## src/rtl/hilo_multdiv_unit_if.sv

```systemverilog
`default_nettype none
// +--------------------------------------------------------------------------+
// | Module      : hilo_multdiv_unit_if                                       |
// | Description : Execute-stage bundle between the pipeline control and the  |
// |               HI/LO multiply/divide unit (request, mfhi/mflo, results).  |
// | Revision    : 1.0  initial release                                       |
// +--------------------------------------------------------------------------+
interface hilo_multdiv_unit_if #(
  parameter int WIDTH = 32
);
  logic             StartE;
  logic             DivE;
  logic             SignedE;
  logic [WIDTH-1:0] SrcAE;
  logic [WIDTH-1:0] SrcBE;
  logic             MfhiE;
  logic             MfloE;
  logic             FlushE;
  logic [WIDTH-1:0] HiLoOutE;
  logic             BusyE;
  logic             StallE;

  // Pipeline / hazard side
  modport master (
    output StartE, DivE, SignedE, SrcAE, SrcBE, MfhiE, MfloE, FlushE,
    input  HiLoOutE, BusyE, StallE
  );

  // Multiply/divide unit side
  modport slave (
    input  StartE, DivE, SignedE, SrcAE, SrcBE, MfhiE, MfloE, FlushE,
    output HiLoOutE, BusyE, StallE
  );
endinterface
`default_nettype wire

```

## src/rtl/hilo_multdiv_unit.sv

```systemverilog
`default_nettype none
// +--------------------------------------------------------------------------+
// | Module      : hilo_multdiv_unit                                          |
// | Description : Iterative radix-2 multiplier (optional restoring divider)  |
// |               with architectural HI/LO pair. WIDTH cycles per op.        |
// |               Macro HILO_MULTDIV_DIV_EN enables the divide path.         |
// | Revision    : 1.0  initial release                                       |
// +--------------------------------------------------------------------------+
module hilo_multdiv_unit #(
  parameter int WIDTH = 32
) (
  input  logic                Clk,
  input  logic                Rst_n,
  hilo_multdiv_unit_if.slave  bus
);

  localparam int CNT_W = $clog2(WIDTH + 1);

  typedef enum logic [0:0] {
    IDLE = 1'b0,
    RUN  = 1'b1
  } state_t;

  state_t             state;
  state_t             state_next;
  logic [CNT_W-1:0]   cnt;
  // Multiply: {partial product, remaining multiplier}. Divide: {remainder, dividend/quotient}.
  logic [2*WIDTH-1:0] acc;
  logic [2*WIDTH-1:0] acc_next;
  logic [WIDTH-1:0]   opb;
  logic               res_neg;
  logic [WIDTH-1:0]   hi;
  logic [WIDTH-1:0]   lo;
  logic [WIDTH-1:0]   res_hi;
  logic [WIDTH-1:0]   res_lo;

  logic               start_ok;
  logic               last_step;
  logic [WIDTH-1:0]   mag_a;
  logic [WIDTH-1:0]   mag_b;
  logic [WIDTH:0]     mul_sum;
  logic [2*WIDTH-1:0] mul_next;
  logic [2*WIDTH-1:0] mul_res;

`ifdef HILO_MULTDIV_DIV_EN
  logic               is_div;
  logic               rem_neg;
  logic               div_zero;
  logic [WIDTH:0]     div_trial;
  logic [2*WIDTH-1:0] div_next;
`else
  logic               unused_div;
  assign unused_div = bus.DivE;
`endif

  assign start_ok  = (state == IDLE) && bus.StartE && !bus.FlushE;
  assign last_step = (state == RUN) && (cnt == CNT_W'(1));

  assign bus.BusyE  = (state == RUN);
  assign bus.StallE = bus.BusyE && (bus.StartE || bus.MfhiE || bus.MfloE);

  // HI wins when both move-from instructions are present
  assign bus.HiLoOutE = bus.MfhiE ? hi : (bus.MfloE ? lo : '0);

  // Operand magnitudes; signed ops iterate on unsigned values and fix the sign at the end
  always_comb begin
    mag_a = bus.SrcAE;
    mag_b = bus.SrcBE;
    if (bus.SignedE && bus.SrcAE[WIDTH-1]) mag_a = -bus.SrcAE;
    if (bus.SignedE && bus.SrcBE[WIDTH-1]) mag_b = -bus.SrcBE;
  end

  // One shift-add (or shift-subtract) step and the sign-corrected final result
  always_comb begin
    mul_sum  = {1'b0, acc[2*WIDTH-1:WIDTH]} + (acc[0] ? {1'b0, opb} : {(WIDTH+1){1'b0}});
    mul_next = {mul_sum, acc[WIDTH-1:1]};
    mul_res  = res_neg ? -mul_next : mul_next;
    acc_next = mul_next;
    res_hi   = mul_res[2*WIDTH-1:WIDTH];
    res_lo   = mul_res[WIDTH-1:0];
`ifdef HILO_MULTDIV_DIV_EN
    // Trial subtract on {remainder, next dividend bit}; a set MSB means it went negative
    div_trial = {acc[2*WIDTH-1:WIDTH], acc[WIDTH-1]} - {1'b0, opb};
    if (div_trial[WIDTH]) begin
      div_next = {acc[2*WIDTH-2:0], 1'b0};
    end else begin
      div_next = {div_trial[WIDTH-1:0], acc[WIDTH-2:0], 1'b1};
    end
    if (is_div) begin
      acc_next = div_next;
      // Divide by zero leaves |A| in the remainder; re-signing it restores the raw dividend
      res_hi   = rem_neg ? -div_next[2*WIDTH-1:WIDTH] : div_next[2*WIDTH-1:WIDTH];
      if (div_zero) begin
        res_lo = '1;
      end else begin
        res_lo = res_neg ? -div_next[WIDTH-1:0] : div_next[WIDTH-1:0];
      end
    end
`endif
  end

  // Next-state logic
  always_comb begin
    state_next = state;
    case (state)
      IDLE:    if (start_ok) state_next = RUN;
      RUN:     if (last_step) state_next = IDLE;
      default: state_next = IDLE;
    endcase
  end

  // State register
  always_ff @(posedge Clk) begin
    if (!Rst_n) begin
      state <= IDLE;
    end else begin
      state <= state_next;
    end
  end

  // Datapath: latch operands on start, iterate while running, commit HI/LO on the last step
  always_ff @(posedge Clk) begin
    if (!Rst_n) begin
      cnt      <= '0;
      acc      <= '0;
      opb      <= '0;
      res_neg  <= 1'b0;
      hi       <= '0;
      lo       <= '0;
`ifdef HILO_MULTDIV_DIV_EN
      is_div   <= 1'b0;
      rem_neg  <= 1'b0;
      div_zero <= 1'b0;
`endif
    end else if (state == IDLE) begin
      if (start_ok) begin
        acc      <= {{WIDTH{1'b0}}, mag_a};
        opb      <= mag_b;
        res_neg  <= bus.SignedE && (bus.SrcAE[WIDTH-1] ^ bus.SrcBE[WIDTH-1]);
        cnt      <= CNT_W'(WIDTH);
`ifdef HILO_MULTDIV_DIV_EN
        is_div   <= bus.DivE;
        rem_neg  <= bus.SignedE && bus.DivE && bus.SrcAE[WIDTH-1];
        div_zero <= (bus.SrcBE == '0);
`endif
      end
    end else begin
      acc <= acc_next;
      cnt <= cnt - CNT_W'(1);
      if (last_step) begin
        hi <= res_hi;
        lo <= res_lo;
      end
    end
  end

endmodule
`default_nettype wire

```

## src/flat_wrapper.sv

```systemverilog
// flat-port wrapper written by rule: the top's interface ports become plain ports
module hilo_multdiv_unit_flat 
#(
  parameter int WIDTH = 32
)
  (Clk, Rst_n, bus_StartE, bus_DivE, bus_SignedE, bus_SrcAE, bus_SrcBE, bus_MfhiE, bus_MfloE, bus_FlushE, bus_HiLoOutE, bus_BusyE, bus_StallE);
  hilo_multdiv_unit_if #(.WIDTH(WIDTH)) bus_i ();
  input  logic Clk;
  input  logic Rst_n;
  input wire logic [$bits(bus_i.StartE)-1:0] bus_StartE;
  input wire logic [$bits(bus_i.DivE)-1:0] bus_DivE;
  input wire logic [$bits(bus_i.SignedE)-1:0] bus_SignedE;
  input wire logic [$bits(bus_i.SrcAE)-1:0] bus_SrcAE;
  input wire logic [$bits(bus_i.SrcBE)-1:0] bus_SrcBE;
  input wire logic [$bits(bus_i.MfhiE)-1:0] bus_MfhiE;
  input wire logic [$bits(bus_i.MfloE)-1:0] bus_MfloE;
  input wire logic [$bits(bus_i.FlushE)-1:0] bus_FlushE;
  output wire logic [$bits(bus_i.HiLoOutE)-1:0] bus_HiLoOutE;
  output wire logic [$bits(bus_i.BusyE)-1:0] bus_BusyE;
  output wire logic [$bits(bus_i.StallE)-1:0] bus_StallE;
  assign bus_i.StartE = bus_StartE;
  assign bus_i.DivE = bus_DivE;
  assign bus_i.SignedE = bus_SignedE;
  assign bus_i.SrcAE = bus_SrcAE;
  assign bus_i.SrcBE = bus_SrcBE;
  assign bus_i.MfhiE = bus_MfhiE;
  assign bus_i.MfloE = bus_MfloE;
  assign bus_i.FlushE = bus_FlushE;
  assign bus_HiLoOutE = bus_i.HiLoOutE;
  assign bus_BusyE = bus_i.BusyE;
  assign bus_StallE = bus_i.StallE;
  hilo_multdiv_unit #(.WIDTH(WIDTH)) u_core (.Clk(Clk), .Rst_n(Rst_n), .bus(bus_i));
endmodule
```

## config.mk

```make
export PLATFORM = sky130hd
export DESIGN_NAME = hilo_multdiv_unit_flat
export DESIGN_NICKNAME = d
export VERILOG_FILES = /design/src/rtl/hilo_multdiv_unit_if.sv /design/src/rtl/hilo_multdiv_unit.sv /design/src/flat_wrapper.sv
export SDC_FILE = /design/constraint.sdc
export NUM_CORES = 1
export LEC_CHECK = 0
export ABC_AREA = 1
export BUFFER_PORTS_ARGS = -buffer_cell sky130_fd_sc_hd__buf_2
export CORE_ASPECT_RATIO = 1.4
export CORE_UTILIZATION = 40
export DETAILED_ROUTE_END_ITERATION = 8
export GPL_ROUTABILITY_DRIVEN = 1
export GPL_TIMING_DRIVEN = 1
export HOLD_SLACK_MARGIN = 0.15
export SLEW_MARGIN = 20
export SYNTH_ARGS = -nofsm -noshare
export SYNTH_HDL_FRONTEND = slang
export SYNTH_SLANG_ARGS = --single-unit
```

## constraint.sdc

```tcl
create_clock -name Clk -period 3.5 [get_ports Clk]
set_input_delay 1.05 -clock Clk [delete_from_list [all_inputs] [get_ports Clk]]
set_output_delay 1.05 -clock Clk [all_outputs]
set_load 0.05 [all_outputs]
```

==> results_dict.tcl, run 1 <==
set metrics [dict create \
    clkLatencyLatePin_ns 0.46 \
    ys_warn_count 0 \
    route.detailed.drc 0 \
    antenna_found_initial 0 \
    synth_top_family_by_area "simple AND/OR/NAND/NOR gates" \
    rows 78 \
    core_area_um2 32300 \
    slowest_stage "fa_1" \
    period_share_pct 90.8 \
    setup_viol 0 \
    multi_input_area_um2 8000 \
    numClockSinks 168 \
    post_cts_buffers 0 \
    cp_data_required_time_ns 3.86 \
    dp_hpwl_um 34200 \
    ys_types 50 \
    finish.instance_area_um2 14600 \
    peakVddDrop_mv 0.272 \
    synth-async-reset-ratio_pct 0 \
    vias 13853 \
    clk_pin_slew_ns 0.07 \
    crit_top_cell "nand2_1" \
    slew-limit-headroom_pct 32.4 \
    worst-path-buf-inv 3 \
    diodes 0 \
    cts-root-buf "clkbuf_16" \
    cts_buffers 17 \
    clk_path_buf_depth 2 \
    area_delta_synth_final_pct 11.6 \
    placed_cell_area_um2 14000 \
    postRouteAntennaNets 0 \
    cp_top_family "simple AND/OR/NAND/NOR gates" \
    r2r_start "u_core.acc[0]" \
    synth-main-ff-cell "dfxtp_1" \
    start_util_pct 40.5 \
    ys_seq_elements 168 \
    dieArea_um2 33500 \
    endpoint_kind "register" \
    grt_start_max_net_pins 107 \
    synth_nets 2317 \
    io_pins 106 \
    crit_chain "nand2_1 -> inv_1 -> ha_1 -> fa_1 -> nand3_1 -> nand3_2 -> nand2_1 -> nand2_1 -> nand2_1 -> nand2_1 -> nor2_2 -> inv_1 -> nor2_2 -> nand4_1 -> o21ai_2 -> xor2_1 -> nand2_1 -> nand2_1 -> inv_1" \
    gr-usage-all-layers_pct 26.5 \
    ys_top_cells_by_area "dfxtp_1 (26%), nand2_1 (19%), inv_1 (9.9%)" \
    synth_largest_area_cell "dfxtp_1" \
    grt_pass1_wl_um 69100 \
    outcome "finished clean" \
    avgSynthCellArea_um2 5.93 \
    finClkSkew_ns 0.00877 \
    synthXorXnorAreaFrac_pct 3.81 \
    via_per_inst 5.09 \
    post_drt_wl_per_cell_um 15.8 \
    synth_top_area_share_pct 25.7 \
    seq_area_um2 3370 \
    synth_compound_area_share_pct 15.6 \
    drt-total-wl_um 43100 \
    synth_area_um2 13100 \
    synth-seq-area-share_pct 25.7 \
    grt_pass1_vias 13220 \
    synth-adder-area-share_pct 3.69 \
    worst_pin_slew_ns 1.01 \
    cp_max_fo 4 \
    worstSetupPathType "register to register" \
    hp-start "u_core.acc[32]" \
    synthMuxAreaShare_pct 0 \
    grt-ovfl-total 0 \
    yosysMostFrequentCell "nand2_1" \
    final_nets 2381 \
    min_period_ns 3.18 \
    p_per_area_nw_per_um2 339 \
    synth-simple-area-share_pct 37.8 \
    rsz0062_at_grt "false" \
    num-fill-cells 3545 \
    fmax_mhz 315 \
    first_pass_iters 6 \
    worst_ep_arrival_time_ns 3.54 \
    drt-initial-drc-count 862 \
    htreeDepth 4 \
    die_h_um 216 \
    drive_gt1_share_pct 11.3 \
    synth_common_cells "nand2_1 (667), inv_1 (344), nor2_1 (183), dfxtp_1 (168), a21oi_1 (146)" \
    final_core_util_pct 45.2 \
    maxSlewViolCount 0 \
    crit_path_start "u_core.acc[0]" \
    syn_inst 2207 \
    place_congestion 0.919 \
    p_total_mw 4.94 \
    hp-class "register to register" \
    cts_tree "done" \
    cap_violations 0 \
    port_buffers 104 \
    power.leakage_nw 7.51 \
    critPathMaxStageDelay_ns 0.46 \
    tns_ns 0 \
    synth_edf_count 0 \
    hold_violations 0 \
    die_x_um 155 \
    critPathLaunchType "register" \
]
logic make-up after synthesis:
| logic type | count (synthesis) |
|---|---|
| fa+ha+maj | 38 |
| compound gates | 359 |
| buf+inv | 439 |
| xor+xnor | 57 |
| flops | 168 |
| simple gates | 1146 |
worst paths after layout:
kind                    end  slack, ns  depth (start not counted)
max           u_core.hi[17]       0.32                         19
min          u_core.acc[32]       0.47                          2
max reg2reg   u_core.hi[17]       0.32                         19
min reg2reg  u_core.acc[32]       0.47                          2
power by group:
group | switching [mW] | internal [mW]
registers | 0.0716 | 1.99
clock network | 0.860 | 1.15
logic | 0.599 | 0.281
metal layers:
metal	GRT usage [%]	vias to the layer above	routed length, um
met5	0	-	0
met4	12.4	0	1940
met3	3.35	76	1490
met2	49.1	303	22000
met1	29.5	6308	17700
li1	-	7166	-
sequential cells by signal (all words and copies together), names as in the netlist:
name,count
u_core.opb,32
u_core.hi,32
u_core.acc,64
u_core.res_neg,1
u_core.bus.BusyE,1
u_core.lo,32
u_core.cnt,6
cells in the final DEF, fill, tap and decap left out, types with 28 or more instances in the layout:
cell	count
inv_1	343
o21ai_0	97
ha_1	36
a31oi_1	28
nand3_1	140
nor2_1	181
nor3_1	35
buf_2	104
nand2_1	667
a21oi_1	146
dfxtp_1	165
xor2_1	49
worst min-delay path, cell delays in order, from the launching register on:
cell	delay (ns)
dfxtp_1	0.31
nand2_1	0.06
a21oi_1	0.05
per-stage QoR:
stage	cells	worst slack, ns	hold slack, ns
2_1_floorplan	2207	-0.227	0.437
3_3_place_gp	2692	0.326	0.454
3_5_place_dp	2692	0.304	0.461
4_1_cts	2723	0.278	0.471
5_1_grt	2723	0.0322	0.495
6_report	2723	0.323	0.470
what timing repair did:
item | 4_1_cts | 5_1_grt
setup endpoints to repair | 0 | 6
hold buffers | 0 | 0
gates resized for setup | 0 | 2
area by class of cell:
cell class / instances / share of cell area (%)
repair buffers: 130 / 5.16
clock buffers: 18 / 3.01
multi-input cells: 1600 / 54.8
inverters: 354 / 9.10
flip-flops and latches: 168 / 23.1
well taps: 440 / 3.77
clock inverters: 13 / 1.16
Note: power is estimated with default switching activity, not from simulation.
==> run 2, diff against run 1 <==
--- a/config.mk
+++ b/config.mk
@@ -8,5 +8,5 @@
 export ABC_AREA = 1
 export BUFFER_PORTS_ARGS = -buffer_cell sky130_fd_sc_hd__buf_2
-export CORE_ASPECT_RATIO = 1.4
+export CORE_ASPECT_RATIO = 0.7
 export CORE_UTILIZATION = 40
 export DETAILED_ROUTE_END_ITERATION = 8
==> constraint.sdc (replaced) <==
create_clock -name Clk -period 3.5 [get_ports Clk]
set_input_delay 0.7 -clock Clk [delete_from_list [all_inputs] [get_ports Clk]]
set_output_delay 0.7 -clock Clk [all_outputs]
set_load 0.05 [all_outputs]
==> results_dict.tcl, run 2 (synthesis gave the netlist of run 1 again) <==
set metrics [dict create \
    outcome "finished clean" \
    finClkSkew_ns 0.0157 \
    setup_viol 0 \
    pre_cts_slack_ns 0.287 \
    antenna_found_initial 0 \
    final_nets 2379 \
    start_util_pct 40.6 \
    power.leakage_nw 7.50 \
    grt-ovfl-total 0 \
    dpl.cell_count 2677 \
    grt_start_max_net_pins 107 \
    hp-class "register to register" \
    p_total_mw 5.03 \
    final_cell_mix "nand2_1 (667), inv_1 (343), nor2_1 (180)" \
    clk_pin_slew_ns 0.07 \
    critPathLaunchType "register" \
    post_drt_wl_per_cell_um 16.5 \
    numClockSinks 168 \
    cp_max_fo 31 \
    route.detailed.drc 0 \
    num-fill-cells 3480 \
    period_share_pct 91.8 \
    vias 13963 \
    cp_data_required_time_ns 3.84 \
    drive_gt1_share_pct 11.1 \
    diodes 0 \
    tns_ns 0 \
    drt-total-wl_um 44500 \
    placed_cell_area_um2 13900 \
    core_area_um2 32300 \
    cap_violations 0 \
    layout_commonest_cell "nand2_1" \
    dp_hpwl_um 35200 \
    min_period_ns 3.21 \
    finish.instance_area_um2 14600 \
    finalNonFillerCells 2707 \
    largest_register "u_core.acc" \
    post_cts_buffers 0 \
    slew-limit-headroom_pct 32.9 \
    port_buffers 104 \
    endpoint_kind "register" \
    first_pass_iters 7 \
    fin_ws_ns 0.288 \
    cts_tree "done" \
    hold_violations 0 \
    peakVddDrop_mv 0.349 \
    grt_pass1_vias 12423 \
    clkLatencyLatePin_ns 0.45 \
    p_per_area_nw_per_um2 345 \
    io_pins 106 \
    gr-usage-all-layers_pct 26.8 \
    postRouteAntennaNets 0 \
    grt_pass1_wl_um 69300 \
    die_x_um 218 \
    clk_path_buf_depth 2 \
    cts-root-buf "clkbuf_16" \
    largest_reg_flops 64 \
    via_per_inst 5.16 \
    worst_pin_slew_ns 1.01 \
    area_delta_synth_final_pct 11.2 \
    drt-initial-drc-count 1440 \
    place_congestion 0.930 \
    rows 55 \
    worst_hold_slack_ns 0.473 \
    cts_buffers 17 \
    final_core_util_pct 45.1 \
    rsz0062_at_grt "false" \
    worst_ep_arrival_time_ns 3.55 \
    worstSetupPathType "register to register" \
    maxSlewViolCount 0 \
    dieArea_um2 33500 \
    die_h_um 153 \
    fmax_mhz 311 \
    htreeDepth 4 \
]
[run 2: cell types whose count changed in the layout (fill, tap and decap cells not counted), moves of 2 or more]
| cell | delta |
|---|---|
| o21ai_2 | -3 |
| o21ai_1 | -8 |
| o21ai_0 | +11 |
| buf_12 | -2 |
[run 2: path summary, 6_finish.rpt]
kind / from / end / slack, ns / cells after the start
min reg2reg: u_core.acc[39] / u_core.acc[39] / 0.47 / 2
min: u_core.acc[39] / u_core.acc[39] / 0.47 / 2
max reg2reg: u_core.acc[0] / u_core.hi[29] / 0.29 / 19
max: u_core.acc[0] / u_core.hi[29] / 0.29 / 19
[run 2: final cells by class]
| cell class | instances | area [um2] | area share, % |
|---|---|---|---|
| well taps | 427 | 534 | 3.67 |
| multi-input cells | 1600 | 7990 | 54.9 |
| inverters | 354 | 1330 | 9.13 |
| repair buffers | 128 | 713 | 4.90 |
| clock buffers | 20 | 457 | 3.14 |
| clock inverters | 10 | 166 | 1.14 |
| flip-flops and latches | 168 | 3370 | 23.1 |
[run 2: where the power goes]
| group | switching, mW | internal [mW] | total, mW |
|---|---|---|---|
| clock network | 0.839 | 1.23 | 2.07 |
| logic | 0.621 | 0.274 | 0.895 |
| registers | 0.0746 | 1.99 | 2.06 |
| total | 1.53 | 3.49 | 5.03 |
[run 2: layer usage]
| layer | share of wire [%] | GRT usage, % | wire length (um) | vias to the layer above |
|---|---|---|---|---|
| met3 | 10 | 6.95 | 4460 | 27 |
| met4 | 0.80 | 4.96 | 357 | 0 |
| met1 | 54 | 44.2 | 24000 | 6288 |
| li1 | - | - | - | 7152 |
| met2 | 35 | 33.0 | 15700 | 496 |
| met5 | 0 | 0 | 0 | - |
[run 2: worst max-delay path, cell delays in order (launching register included)]
cell and delay (ns):
dfxtp_2 0.35, buf_12 0.16, nand2_1 0.07, inv_1 0.09, ha_1 0.41, nand2_1 0.17
nor2_1 0.31, nand2_1 0.23, nor2_1 0.15, nand2_1 0.18, nand2_1 0.11, nand2_1 0.05
nand2_1 0.13, nand2_1 0.11, nor2_1 0.11, nand2_1 0.07, nand2_1 0.12, a21oi_1 0.09
nor2_1 0.14, nor2_1 0.05
[run 2: repair_timing]
action,CTS,global route
setup endpoints to repair,0,10
hold buffers,0,0
resized for setup,0,3
==> run 3, diff against run 2 <==
REMOVE_ABC_BUFFERS = 1   (was not set)
==> results_dict.tcl, run 3 (synthesis gave the netlist of run 1 again) <==
set metrics [dict create \
    cp_data_required_time_ns 3.86 \
    via_per_inst 5.20 \
    cts-root-buf "clkbuf_16" \
    hp-class "register to register" \
    clkLatencyLatePin_ns 0.46 \
    r2r_start "u_core.acc[0]" \
    critPathMaxStageDelay_ns 0.37 \
    diodes 0 \
    postRouteAntennaNets 0 \
    grt_pass1_wl_um 67300 \
    maxSlewViolCount 0 \
    worst_ep_arrival_time_ns 3.60 \
    grt-ovfl-total 0 \
    clk_path_buf_depth 2 \
    die_x_um 218 \
    worst_pin_slew_ns 1.04 \
    outcome "finished clean" \
    hp-start "u_core.acc[45]" \
    cts_tree "done" \
    tns_ns 0 \
    worstHoldEndpoint "u_core.acc[45]" \
    dieArea_um2 33500 \
    post_cts_buffers 0 \
    p_per_area_nw_per_um2 327 \
    placed_cell_area_um2 14000 \
    worst_hold_slack_ns 0.471 \
    cp_max_fo 32 \
    start_util_pct 40.6 \
    period_share_pct 92.3 \
    endpoint_kind "register" \
    route.detailed.drc 0 \
    first_pass_iters 6 \
    area_delta_synth_final_pct 10.8 \
    layout_commonest_cell "nand2_1" \
    hold_violations 0 \
    core_area_um2 32300 \
    crit_chain "buf_12 -> nand2_1 -> inv_1 -> ha_1 -> nand2_1 -> nor2_1 -> and2_1 -> nand3_1 -> nand3_1 -> nand2_1 -> nand2_1 -> nand2_1 -> nor2_1 -> nand3_1 -> nand2_2 -> nand2_1 -> nand2_1 -> nand3_1 -> nand2_1 -> inv_1" \
    htreeDepth 4 \
    antenna_found_initial 0 \
    io_pins 106 \
    crit_top_cell "nand2_1" \
    die_h_um 153 \
    fmax_mhz 309 \
    drt-initial-drc-count 1350 \
    worstSetupPathType "register to register" \
    min_period_ns 3.23 \
    setup_viol 0 \
    post_drt_wl_per_cell_um 15.6 \
    cts_buffers 17 \
    slowest_stage "ha_1" \
    cts_resized 0 \
    vias 14100 \
    grt_start_max_net_pins 107 \
    peakVddDrop_mv 0.254 \
    gr-usage-all-layers_pct 25.5 \
    final_nets 2381 \
    largest_reg_flops 64 \
    final_cell_mix "nand2_1 (667), inv_1 (343), nor2_1 (181)" \
    seq_area_um2 3370 \
    worst_r2r_endpoint "u_core.hi[28]" \
    place_congestion 0.945 \
    slew-limit-headroom_pct 30.8 \
    critPathLaunchType "register" \
    finClkSkew_ns 0.00990 \
    largest_register "u_core.acc" \
    cts_hold_buf 0 \
    finish.instance_area_um2 14500 \
    port_buffers 104 \
    dp_hpwl_um 32800 \
    p_total_mw 4.75 \
    r2r_slack_ns 0.27 \
    min_path_cells 2 \
    multi_input_area_um2 7980 \
    drive_gt1_share_pct 10.9 \
    ff2ff_path_depth 20 \
    drt-total-wl_um 42300 \
    cap_violations 0 \
    rsz0062_at_grt "false" \
    power.leakage_nw 7.47 \
    clk_pin_slew_ns 0.07 \
    num-fill-cells 3482 \
    grt_pass1_vias 12486 \
    rows 55 \
    numClockSinks 168 \
]
[run 3: cell count changes in the layout (fill, tap and decap cells not counted), moves of 2 or more]
cell / before / now
clkbuf_1: 1 / 4
bufinv_16: 4 / 1
buf_12: 1 / 4
inv_6: 3 / 1
clkinv_2: 1 / 4
[run 3: per-layer routing]
metal	GRT usage, %	share of wire [%]	vias to the layer above
li1	-	-	7155
met1	40.1	53	6474
met2	35.6	40	442
met3	3.62	6.6	29
met4	5.76	1.3	0
met5	0	0	-
[run 3: layout make-up]
cell class / count / area share (%)
Inverter: 354 / 9.16
Multi-Input combinational cell: 1600 / 55.0
Clock inverter: 8 / 0.509
Timing Repair Buffer: 130 / 5.28
Clock buffer: 22 / 3.13
Tap cell: 427 / 3.68
Sequential cell: 168 / 23.2
[run 3: how the worst max path moves through the flow]
stage	start	end	slack, ns	cells past startpoint
after floorplan	u_core.bus.BusyE	u_core.hi[6]	-3.52	7
after detailed placement	bus_SrcBE[0]	u_core.opb[28]	0.26	16
after CTS	u_core.acc[0]	u_core.hi[26]	0.34	18
after global routing	u_core.acc[0]	u_core.hi[27]	0.008	22
after global placement	bus_SrcBE[0]	u_core.opb[26]	0.31	15
final	u_core.acc[0]	u_core.hi[28]	0.27	20
[run 3: critical path: cells and delay by family (launching register included)]
kind                     cells  cell delay [ns]
AND/OR/NAND/NOR             16             2.16
adder cells (fa/ha/maj)      1             0.37
flip-flops                   1             0.33
buffers and inverters        3             0.25
[run 3: per-stage QoR]
stage / util [%] / instances / setup slack [ns]
CTS: 44.9 / 2709 / 0.342
finish: 44.9 / 2709 / 0.268
detailed placement: 43.3 / 2679 / 0.264
global route: 44.9 / 2709 / 0.00797
floorplan: - / 2122 / -3.52
global placement: 43.3 / 2679 / 0.308
[run 3: where the power goes]
group | internal (mW) | total, mW | switching, mW
Combinational | 0.279 | 0.901 | 0.622
Sequential | 1.99 | 2.05 | 0.0638
Clock | 0.985 | 1.79 | 0.808
